<file path="src/rtl/data_mem_responder.sv">
`default_nettype none
// +----------------------------------------------------------------------------+
// | data_mem_responder                                                         |
// | Single-port SRAM front end: 2-entry posted-write buffer, read priority,    |
// | 1-cycle reads with byte-wise forwarding from buffered writes.              |
// | Revision: 1.0                                                              |
// +----------------------------------------------------------------------------+
module data_mem_responder #(
  parameter int ADDR_WIDTH = 14
) (
  input  logic                  clk,
  input  logic                  reset,
  input  logic [3:0]            mem_write_enable_i,
  input  logic [31:0]           mem_write_address_i,
  input  logic [31:0]           mem_data_i,
  input  logic                  mem_read_enable_i,
  input  logic [31:0]           mem_read_address_i,
  output logic [31:0]           mem_data_o,
  output logic                  mem_read_valid_o,
  output logic                  busy_o,
  output logic                  sram_en_o,
  output logic [3:0]            sram_we_o,
  output logic [ADDR_WIDTH-1:0] sram_addr_o,
  output logic [31:0]           sram_wdata_o,
  input  logic [31:0]           sram_rdata_i
);

  logic [ADDR_WIDTH-1:0] r_buf_addr [2];
  logic [3:0]            r_buf_be   [2];
  logic [31:0]           r_buf_data [2];
  logic                  r_head;
  logic [1:0]            r_count;
  logic [3:0]            r_mask;
  logic [31:0]           r_merge;
  logic                  r_rd_pending;
  logic [31:0]           r_data_hold;

  logic [ADDR_WIDTH-1:0] w_rd_addr;
  logic [ADDR_WIDTH-1:0] w_wr_addr;
  logic                  w_read;
  logic                  w_full;
  logic                  w_push;
  logic                  w_pop;
  logic                  w_tail;
  logic                  w_has_head;
  logic [3:0]            w_fwd_mask;
  logic [31:0]           w_fwd_data;
  logic [31:0]           w_resp;
  logic                  w_unused_addr_bits;

  assign w_rd_addr  = mem_read_address_i[ADDR_WIDTH+1:2];
  assign w_wr_addr  = mem_write_address_i[ADDR_WIDTH+1:2];
  assign w_unused_addr_bits = ^{mem_write_address_i, mem_read_address_i};

  // Gating the read with reset keeps the SRAM port quiet while reset is held.
  assign w_read     = mem_read_enable_i & reset;
  assign w_full     = (r_count == 2'd2);
  assign w_has_head = (r_count != 2'd0);
  assign w_push     = (|mem_write_enable_i) & ~w_full;
  assign w_pop      = ~w_read & w_has_head;
  assign w_tail     = r_head ^ r_count[0];

  assign busy_o       = w_full;
  assign sram_en_o    = w_read | w_pop;
  assign sram_we_o    = w_pop ? r_buf_be[r_head] : 4'h0;
  assign sram_wdata_o = w_pop ? r_buf_data[r_head] : 32'h0;
  assign sram_addr_o  = w_read ? w_rd_addr :
                        (w_pop ? r_buf_addr[r_head] : '0);

  // Older entry first so the younger entry overrides overlapping bytes.
  always_comb begin
    w_fwd_mask = 4'h0;
    w_fwd_data = 32'h0;
    if (w_has_head && r_buf_addr[r_head] == w_rd_addr) begin
      for (int b = 0; b < 4; b++) begin
        if (r_buf_be[r_head][b]) begin
          w_fwd_mask[b]        = 1'b1;
          w_fwd_data[8*b +: 8] = r_buf_data[r_head][8*b +: 8];
        end
      end
    end
    if (w_full && r_buf_addr[~r_head] == w_rd_addr) begin
      for (int b = 0; b < 4; b++) begin
        if (r_buf_be[~r_head][b]) begin
          w_fwd_mask[b]        = 1'b1;
          w_fwd_data[8*b +: 8] = r_buf_data[~r_head][8*b +: 8];
        end
      end
    end
  end

  always_comb begin
    w_resp = sram_rdata_i;
    for (int b = 0; b < 4; b++) begin
      if (r_mask[b]) w_resp[8*b +: 8] = r_merge[8*b +: 8];
    end
  end

  assign mem_read_valid_o = r_rd_pending;
  assign mem_data_o       = r_rd_pending ? w_resp : r_data_hold;

  always_ff @(posedge clk or negedge reset) begin
    if (!reset) begin
      for (int i = 0; i < 2; i++) begin
        r_buf_addr[i] <= '0;
        r_buf_be[i]   <= 4'h0;
        r_buf_data[i] <= 32'h0;
      end
      r_head       <= 1'b0;
      r_count      <= 2'd0;
      r_mask       <= 4'h0;
      r_merge      <= 32'h0;
      r_rd_pending <= 1'b0;
      r_data_hold  <= 32'h0;
    end else begin
      if (w_push) begin
        r_buf_addr[w_tail] <= w_wr_addr;
        r_buf_be[w_tail]   <= mem_write_enable_i;
        r_buf_data[w_tail] <= mem_data_i;
      end
      if (w_pop) r_head <= ~r_head;
      case ({w_push, w_pop})
        2'b10:   r_count <= r_count + 2'd1;
        2'b01:   r_count <= r_count - 2'd1;
        default: r_count <= r_count;
      endcase
      r_rd_pending <= w_read;
      if (w_read) begin
        r_mask  <= w_fwd_mask;
        r_merge <= w_fwd_data;
      end
      if (r_rd_pending) r_data_hold <= w_resp;
    end
  end

endmodule
`default_nettype wire
</file>
<file path="config.mk">
export PLATFORM = sky130hd
export DESIGN_NAME = data_mem_responder
export DESIGN_NICKNAME = d
export VERILOG_FILES = /design/src/rtl/data_mem_responder.sv
export SDC_FILE = /design/constraint.sdc
export NUM_CORES = 1
export LEC_CHECK = 0
export ABC_AREA = 1
export BUFFER_PORTS_ARGS = -buffer_cell sky130_fd_sc_hd__buf_4
export CAP_MARGIN = 25
export CORE_UTILIZATION = 50
export DETAILED_ROUTE_END_ITERATION = 8
export MAX_ROUTING_LAYER = met4
export PLACE_DENSITY = 0.75
export SYNTH_ARGS = -nofsm -noshare
export SYNTH_HDL_FRONTEND = slang
export SYNTH_SLANG_ARGS = --single-unit
</file>
<file path="constraint.sdc">
create_clock -name clk -period 2.6 [get_ports clk]
set_input_delay 0.52 -clock clk [delete_from_list [all_inputs] [get_ports clk]]
set_output_delay 0.52 -clock clk [all_outputs]
set_load 0.01 [all_outputs]
</file>
==> results by group, run 1 <==
Power and ir drop
  • Power Density: 1220 nW/µm²
  • Worst vdd ir: 0.765 mV
  • Total power: 0.0146 W
  • Pleak: 6.32 nW

Setup path
  • CP Data Arrival Time: 1.97 ns
  • Critical path type: register to primary output
  • CP Max Fanout: 56
  • WP data required: 2.08 ns
  • Critical Path Source Type: register
  • CP Capture Type: primary output

Logic synthesis
  • Post-synth top area cell: dfrtp_1
  • Fraction of registers with async set/reset: 100%
  • Adder-cell area share of the yosys netlist: 0.127%
  • Syn Area/Cell: 6.97 µm²
  • Area contributors post-synth: dfrtp_1 (44%), nand2_1 (19%), o21ai_0 (7.8%), nand3_1 (5.3%), inv_1 (5.1%)
  • Post-synth top cells: nand2_1 (496), dfrtp_1 (172), o21ai_0 (153)
  • Syn Nets: 1,545
  • Register bit total from synthesis: 172
  • Gate Count Post-Synth: 1,409
  • Post-Synth XOR/XNOR Area: 0.357%
  • Post-Synth Simple-Gate Area: 33.6%
  • Most frequent cell after synthesis: nand2_1
  • Ys Warns: 0
  • Compound-gate portion of the synthesized area: 12.0%
  • Main combinational cell family by area after synthesis: simple AND/OR/NAND/NOR gates
  • Commonest register cell after synthesis: dfrtp_1
  • Post-synthesis cell type count: 30
  • Mux cell area share after synthesis: 0%
  • Yosys top cell area share: 43.8%
  • Register area share after synthesis: 43.8%
  • Synth Cell Area: 9820 µm²
  • Number of synthesized flops with an enable pin: 0

Floorplanning
  • Vert. Die Dim: 142 µm
  • Die width: 142 µm
  • Core area: 19,000 µm²
  • Row Count: 50
  • Initial core utilization: 51.8%
  • Io pins: 220
  • Die area: 20,200 µm²

GRT
  • GRT Util Overall: 28.7%
  • First-pass GRT wire length: 43.5 mm
  • Vias in the first global route: 8,508
  • Remaining Overflow, GRT: 0
  • Initial antenna violation count: 0
  • Largest net degree at the start of global routing: 173

Timing
  • RSZ-0062 raised after global routing: false
  • Final Cycle Share: 95.9%
  • Fmax: 0.401 GHz
  • Setup TNS Final: 0 ns
  • Max-slew headroom: 31.8%
  • Worst-Margin Slew: 1.02 ns
  • Clock period minus worst slack: 2.49 ns
  • Final WS setup: 0.107 ns
  • Final Hold Vio Count: 0
  • Hold slack: 0.157 ns
  • Slew Viols, Final: 0
  • Layout Skew: 0.0133 ns
  • # setup viols final: 0

Clock tree
  • CTS Buffer Depth: 2
  • CTS root buffer: clkbuf_16
  • H-tree Lvls: 4
  • Worst-skew pair later-pin latency: 0.44 ns
  • CTS tree: done
  • TritonCTS Buffers: 17
  • CTS Sinks: 172
  • Reg clk slew, reported paths: 0.06 ns

Placed design
  • Final HPWL DP: 19.3 mm
  • Routability cong.: 0.889
  • Pre-CTS WS: 0.371 ns
  • # port buffers: 183

Route
  • Antenna-violating nets left: 0
  • WL/cell: 15.2 µm
  • Detailed-route via count: 9,664
  • Post-DR vias/cell: 5.29
  • Iter 0 DRT Violations: 1,044
  • Drt pass-1 iters: 8
  • DR DRC count: 0
  • DRT Wirelength: 27.7 mm

Run status
  • Status: finished, final reports clean

Flow run
  • Max-Cap Viols: 0

Worst hold path
  • Hold WC Path Type: primary input to async pin

Final layout
  • Layout cells sized above 1: 17.9%
  • Final nets: 1,691
  • Fill count: 1,768
  • Area Growth Syn to Fin: 21.5%
  • Ant diodes: 0
## routing by layer
layer,share of wire [%],up-vias,global-route usage [%]
met4,2.0,0,9.22
li1,-,4795,-
met5,0,-,-
met2,42,408,39.7
met1,47,4422,41.8
met3,8.6,39,5.85
## cells in the final DEF (no fill, tap or decap)
| cell | instances |
|---|---|
| nand2_1 | 496 |
| buf_4 | 200 |
| dfrtp_1 | 170 |
| o21ai_0 | 153 |
| inv_1 | 132 |
| nor2_1 | 124 |
| nand3_1 | 103 |
| nand4_1 | 33 |
| a31oi_1 | 32 |
| o21ai_1 | 28 |
| clkbuf_16 | 17 |
| nand2_2 | 13 |
| nand3_2 | 8 |
| o21ai_2 | 7 |
| buf_12 | 7 |
| clkinv_2 | 5 |
| clkinv_1 | 4 |
| nor2_2 | 4 |
| nand3b_1 | 4 |
| nor2_4 | 3 |
| inv_6 | 3 |
| inv_2 | 2 |
| o22ai_1 | 2 |
| xnor2_1 | 2 |
| xor2_1 | 2 |
| bufinv_16 | 2 |
| clkinv_4 | 2 |
| clkinvlp_4 | 2 |
| buf_6 | 2 |
| dfrtp_4 | 2 |
| or2_2 | 1 |
| a21oi_1 | 1 |
| ha_1 | 1 |
| clkbuf_8 | 1 |
## sequential cells by signal, indices dropped and copies added, names as in the netlist
signal / flops
r_mask: 4
mem_read_valid_o: 1
r_data_hold: 32
r_buf_data: 64
r_buf_addr: 28
r_merge: 32
r_buf_be: 8
r_count: 2
r_head: 1
## where the power goes
group | internal [W] | switching [W] | total, W
Combinational | 0.00272 | 0.00507 | 0.00779
Clock | 0.00144 | 0.00110 | 0.00255
Sequential | 0.00362 | 0.000617 | 0.00424
Total | 0.00779 | 0.00679 | 0.0146
## timing repair
item	4_1_cts	5_1_grt
pin swaps	0	0
endpoints found under the setup margin	3	38
resized for setup	2	3
hold buffers	0	0
buffers inserted	0	0
## worst max-delay path: stages (launching register included)
cell     delay [ns]
dfrtp_4        0.49
inv_2          0.09
buf_6          0.33
o21ai_0        0.29
nor2_1         0.18
buf_4          0.14
## worst paths after layout
path,from,endpoint,slack (ns),cells past startpoint
max,r_head$_DFFE_PN0P_,sram_wdata_o[22],0.11,5
min,reset,r_buf_addr[12]$_DFFE_PN0P_,0.16,2
max reg2reg,r_head$_DFFE_PN0P_,r_merge[12]$_DFFE_PN0P_,0.30,12
min reg2reg,r_merge[6]$_DFFE_PN0P_,r_merge[6]$_DFFE_PN0P_,0.48,2
max in group asynchronous,reset,r_head$_DFFE_PN0P_,1.49,2
min in group clk,mem_data_i[9],r_buf_data[9]$_DFFE_PN0P_,0.34,3
## cell type report
class	instances	area (µm²)	share of cell area, %
multi-input cells	1017	4540	38.0
inverters	138	518	4.34
repair buffers	209	1660	13.9
clock inverters	14	144	1.21
well taps	260	325	2.72
flip-flops and latches	172	4310	36.1
clock buffers	18	439	3.68
## per-stage QoR
step / instances / util [%] / area [µm²]
floorplan: 1409 / - / 9820
global placement: 1796 / 59.8 / 11300
detailed placement: 1796 / 59.8 / 11300
CTS: 1828 / 63.0 / 11900
global route: 1828 / 63.0 / 11900
finish: 1828 / 63.0 / 11900
## kinds of logic (layout without fill, tap and decap cells)
group           after synthesis  in the layout
flops                       172            172
compound gates              223            223
fa+ha+maj                     1              1
xor+xnor                      4              4
buf+inv                     220            379
simple gates                789            789
(Power assumes the default switching activity.)
==> run 2, diff against run 1 <==
--- a/config.mk
+++ b/config.mk
@@ -12,6 +12,7 @@
 export DETAILED_ROUTE_END_ITERATION = 8
 export MAX_ROUTING_LAYER = met4
 export PLACE_DENSITY = 0.75
+export SKIP_LAST_GASP = 1
 export SYNTH_ARGS = -nofsm -noshare
 export SYNTH_HDL_FRONTEND = slang
 export SYNTH_SLANG_ARGS = --single-unit
==> constraint.sdc (replaced) <==
create_clock -name clk -period 2.6 [get_ports clk]
set_input_delay 0.26 -clock clk [delete_from_list [all_inputs] [get_ports clk]]
set_output_delay 0.26 -clock clk [all_outputs]
set_load 0.01 [all_outputs]
==> results by group, run 2 (synthesized netlist as in run 1, its figures left out) <==
GRT
  • Busiest layer in global routing: met1
  • Met1 usage: 42.3%
  • Initial antenna violation count: 0
  • M2 GR Usage: 37.6%
  • GRT Util Overall: 28.3%
  • Met3 global-route usage: 5.79%
  • Largest net degree at the start of global routing: 173
  • Remaining Overflow, GRT: 0
  • First-pass GRT wire length: 43.2 mm
  • Vias in the first global route: 8,425

Clock tree
  • CTS Sinks: 172
  • CTS hold repair buffers: 0
  • Worst-skew pair later-pin latency: 0.43 ns
  • Reg clk slew, reported paths: 0.07 ns
  • H-tree Lvls: 4
  • CTS root buffer: clkbuf_16
  • CTS tree: done
  • CTS Buffer Depth: 2
  • TritonCTS Buffers: 17

Floorplanning
  • Row Count: 50
  • Die width: 142 µm
  • Initial core utilization: 51.8%
  • Vert. Die Dim: 142 µm
  • Die area: 20,200 µm²
  • Core area: 19,000 µm²
  • Io pins: 220

Final layout
  • Top reg by flops: r_buf_data
  • Layout cells sized above 1: 17.4%
  • Area of the multi-input gates: 4540 µm²
  • Largest register FFs: 64
  • Most frequent cells in the layout: nand2_1 (496), buf_4 (190), dfrtp_1 (170)
  • Ant diodes: 0
  • Sequential cell area: 4310 µm²
  • Top Registers: r_buf_data (64), r_data_hold (32), r_merge (32)
  • Commonest non-fill, non-tap cell in the layout: nand2_1
  • Area Growth Syn to Fin: 21.8%
  • Final nets: 1,685
  • Design area: 12,000 µm²
  • Fill count: 1,757

Timing
  • RSZ-0062 raised after global routing: false
  • Worst-Margin Slew: 1.02 ns
  • Fmax: 0.401 GHz
  • Clock period minus worst slack: 2.49 ns
  • Final Cycle Share: 96.0%
  • Slew Viols, Final: 0
  • Setup TNS Final: 0 ns
  • Hold slack: -0.0964 ns
  • Final Hold Vio Count: 40
  • # setup viols final: 0
  • Max-slew headroom: 31.7%
  • Layout Skew: 0.00850 ns

Route
  • Iter 0 DRT Violations: 935
  • Detailed-route via count: 9,591
  • Post-DR vias/cell: 5.26
  • DR DRC count: 0
  • Drt pass-1 iters: 6
  • WL/cell: 14.8 µm
  • Antenna-violating nets left: 0
  • DRT Wirelength: 27.0 mm

Setup path
  • WP data required: 2.34 ns
  • CP Data Arrival Time: 2.23 ns
  • CP delay by family, top: buffers and inverters
  • CP Buf/Inv Count: 3
  • CP Capture Type: primary output
  • Critical path type: register to primary output
  • Crit path top cell by count: nor2_1
  • Critical-path cell list: nor2_1 > nor2_1 > inv_1 > buf_12 > o22ai_1 > buf_4
  • CP max stage delay: 0.51 ns
  • Critical Path Source Type: register
  • CP max stage cell: inv_1
  • CP Max Fanout: 20

Placed design
  • Final HPWL DP: 19.1 mm
  • Routability cong.: 0.862
  • Placement Cell Area: 11,400 µm²
  • # port buffers: 183

Run status
  • Failing checks: hold timing
  • Status: finished with violations

Power and ir drop
  • Power Density: 1220 nW/µm²
  • Pleak: 6.32 nW
  • Worst vdd ir: 0.883 mV
  • Total power: 0.0146 W

Flow run
  • Max-Cap Viols: 0

Worst hold path
  • Hold WC Path Type: primary input to async pin
run 2: cell count changes in the layout (fill, tap and decap cells not counted), sizes merged:
cell / change
buf: -6
inv: +6
clkinvlp: -1
clkinv: -5
run 2: worst paths after layout:
check / startpoint / to / slack, ns / cells past startpoint
setup / recovery: r_count[0]$_DFFE_PN0P_ / sram_addr_o[3] / 0.11 / 6
hold / removal: reset / r_buf_addr[10]$_DFFE_PN0P_ / -0.1 / 2
setup reg to reg: r_head$_DFFE_PN0P_ / r_merge[30]$_DFFE_PN0P_ / 0.29 / 12
hold reg to reg: r_merge[22]$_DFFE_PN0P_ / r_merge[22]$_DFFE_PN0P_ / 0.48 / 2
max in group asynchronous: reset / r_head$_DFFE_PN0P_ / 1.74 / 2
min in group clk: mem_data_i[9] / r_buf_data[9]$_DFFE_PN0P_ / 0.09 / 3
run 2: layout make-up:
type / count / area share [%]
inverters: 138 / 4.33
clock buffers: 18 / 3.67
flip-flops and latches: 172 / 36.0
multi-input cells: 1017 / 37.9
well taps: 260 / 2.72
clock inverters: 14 / 1.44
repair buffers: 203 / 13.9
run 2: report_power, final:
part	leakage (nW)	switching (W)	internal [W]
registers	2.14	0.000611	0.00362
logic	3.88	0.00500	0.00274
clock network	0.301	0.00118	0.00149
total	6.32	0.00679	0.00785
run 2: timing repair:
item	4_1_cts	5_1_grt
setup endpoints to repair	4	2
buffers inserted	0	0
resized for setup	0	2
run 2: routing by layer:
metal,up-vias,routed length (µm)
met5,-,0
met1,4381,12900
met3,39,2210
met4,0,570
li1,4782,-
met2,389,11300
run 2: metrics by stage:
step | std cells | util (%) | setup WS (ns) | hold slack, ns
6_report | 1822 | 63.1 | 0.105 | -0.0964
5_1_grt | 1822 | 63.1 | 0.0437 | 0.0440
4_1_cts | 1822 | 63.1 | 0.120 | 0.0752
3_5_place_dp | 1791 | 59.9 | 0.377 | 0.466
3_3_place_gp | 1791 | 59.9 | 0.418 | 0.465
2_1_floorplan | 1409 | - | 0.765 | -0.0356
==> run 3, diff against run 2 <==
--- a/config.mk
+++ b/config.mk
@@ -6,7 +6,7 @@
 export NUM_CORES = 1
 export LEC_CHECK = 0
 export ABC_AREA = 1
-export BUFFER_PORTS_ARGS = -buffer_cell sky130_fd_sc_hd__buf_4
+export BUFFER_PORTS_ARGS = -buffer_cell sky130_fd_sc_hd__buf_2
 export CAP_MARGIN = 25
 export CORE_UTILIZATION = 50
 export DETAILED_ROUTE_END_ITERATION = 8
==> results by group, run 3 (synthesized netlist as in run 1, its figures left out) <==
Final layout
  • Ant diodes: 0
  • Final nets: 1,687
  • Commonest non-fill, non-tap cell in the layout: nand2_1
  • Top reg by flops: r_buf_data
  • Most frequent cells in the layout: nand2_1 (496), buf_2 (182), dfrtp_1 (170)
  • Design area: 11,500 µm²
  • Layout cells sized above 1: 17.5%
  • Largest register FFs: 64
  • Area Growth Syn to Fin: 16.8%
  • Top Registers: r_buf_data (64), r_data_hold (32), r_merge (32)

Timing
  • Clock period minus worst slack: 2.43 ns
  • # setup viols final: 0
  • Final Cycle Share: 93.5%
  • Slew Viols, Final: 0
  • Max-slew headroom: 30.1%
  • RSZ-0062 raised after global routing: false
  • Final Hold Vio Count: 27
  • Layout Skew: 0.00969 ns
  • Setup TNS Final: 0 ns
  • Worst-Margin Slew: 1.05 ns
  • Fmax: 0.411 GHz
  • Hold slack: -0.0738 ns

Setup path
  • CP max stage delay: 0.43 ns
  • RR Startpoint: r_head$_DFFE_PN0P_
  • CP Data Arrival Time: 2.17 ns
  • CP Buf/Inv Count: 3
  • Critical path type: register to primary output
  • Critical-path cell list: buf_12 > buf_4 > nand2_1 > o21ai_2 > nor2_1 > buf_2
  • RR Endpoint: r_merge[28]$_DFFE_PN0P_
  • WP data required: 2.34 ns
  • CP max stage cell: dfrtp_4
  • CP Capture Type: primary output
  • R2r setup slk: 0.20 ns
  • Cells on worst reg2reg path: 12
  • Critical Path Source Type: register
  • CP delay by family, top: buffers and inverters
  • CP Max Fanout: 62

Placed design
  • Final HPWL DP: 18.8 mm
  • # port buffers: 183
  • Routability cong.: 0.927
  • Placement Cell Area: 10,900 µm²

Run status
  • Failing checks: hold timing
  • Status: finished with violations

Floorplanning
  • Vert. Die Dim: 142 µm
  • Io pins: 220
  • Row Count: 50
  • Initial core utilization: 51.8%
  • Die area: 20,200 µm²
  • Core area: 19,000 µm²
  • Die width: 142 µm

Flow run
  • Max-Cap Viols: 0

GRT
  • GRT Util Overall: 28.3%
  • Largest net degree at the start of global routing: 173
  • Remaining Overflow, GRT: 0
  • Vias in the first global route: 8,554
  • First-pass GRT wire length: 43.2 mm
  • Initial antenna violation count: 0

Route
  • Detailed-route via count: 9,596
  • Iter 0 DRT Violations: 1,159
  • WL/cell: 14.9 µm
  • DRT Wirelength: 27.2 mm
  • DR DRC count: 0
  • Drt pass-1 iters: 5
  • Post-DR vias/cell: 5.26
  • Antenna-violating nets left: 0

Clock tree
  • CTS Buffer Depth: 2
  • Setup bufs post-CTS: 0
  • CTS hold repair buffers: 0
  • CTS root buffer: clkbuf_16
  • H-tree Lvls: 4
  • TritonCTS Buffers: 17
  • CTS tree: done
  • Reg clk slew, reported paths: 0.07 ns
  • Worst-skew pair later-pin latency: 0.43 ns
  • CTS Sinks: 172

Worst hold path
  • Hold WC Path Type: primary input to async pin

Power and ir drop
  • Worst vdd ir: 0.982 mV
  • Power Density: 1240 nW/µm²
  • Pleak: 6.17 nW
  • Total power: 0.0142 W
-- run 3: cell count changes in the layout (fill, tap and decap cells not counted), moves of 2 or more --
cell,previous run,this run
buf_12,11,7
inv_8,5,3
buf_4,190,15
buf_2,0,182
-- run 3: stage by stage --
| step | worst slack (ns) | instances | utilization [%] |
|---|---|---|---|
| 2_1_floorplan | 0.765 | 1409 | - |
| 5_1_grt | 0.0512 | 1824 | 60.6 |
| 6_report | 0.170 | 1824 | 60.6 |
| 3_5_place_dp | 0.415 | 1793 | 57.3 |
| 3_3_place_gp | 0.453 | 1793 | 57.3 |
| 4_1_cts | 0.180 | 1824 | 60.5 |
-- run 3: metal layers --
layer	global-route usage, %	part of all wire [%]	vias to the layer above	wire length [µm]
met5	-	0	-	0
met4	8.21	1.7	0	469
met3	4.61	7.3	30	2000
met2	40.4	43	394	11700
met1	41.2	48	4395	13100
li1	-	-	4777	-
-- run 3: where the power goes --
group / switching (W) / internal (W)
clock: 0.00114 / 0.00154
combinational: 0.00497 / 0.00234
sequential: 0.000613 / 0.00362
total: 0.00672 / 0.00750
-- run 3: final cells by class --
class / instances / area [µm²]
clock buffers: 18 / 429
repair buffers: 205 / 1170
well taps: 260 / 325
fillers: 1761 / 7480
clock inverters: 14 / 185
inverters: 138 / 518
flip-flops and latches: 172 / 4310
multi-input cells: 1017 / 4540
-- run 3: worst max-delay path by stage --
stage	slack (ns)	to	startpoint	depth (start not counted)
finish	0.17	sram_we_o[0]	r_head$_DFFE_PN0P_	6
global route	0.05	r_merge[7]$_DFFE_PN0P_	r_head$_DFFE_PN0P_	12
CTS	0.18	sram_we_o[0]	r_head$_DFFE_PN0P_	6
floorplan	0.76	r_count[1]$_DFFE_PN0P_	r_count[0]$_DFFE_PN0P_	8
global placement	0.45	r_merge[3]$_DFFE_PN0P_	r_head$_DFFE_PN0P_	12
detailed placement	0.41	r_merge[30]$_DFFE_PN0P_	r_head$_DFFE_PN0P_	12
-- run 3: worst register-to-register path, cell delays in order, from the launching register on --
cell and delay, ns:
dfrtp_4 0.50, inv_2 0.08, buf_12 0.28, nand2_1 0.21, nand3_1 0.12, nand2_1 0.07, nor2_1 0.10, nand2_1 0.07
nor2_2 0.09, buf_4 0.34, nand4_1 0.17, nand3_1 0.19, nand2_1 0.07
-- run 3: timing repair --
action                                  in CTS  in global routing
cloned                                       0                  0
endpoints found under the setup margin       4                  7
resized for setup                            0                  1
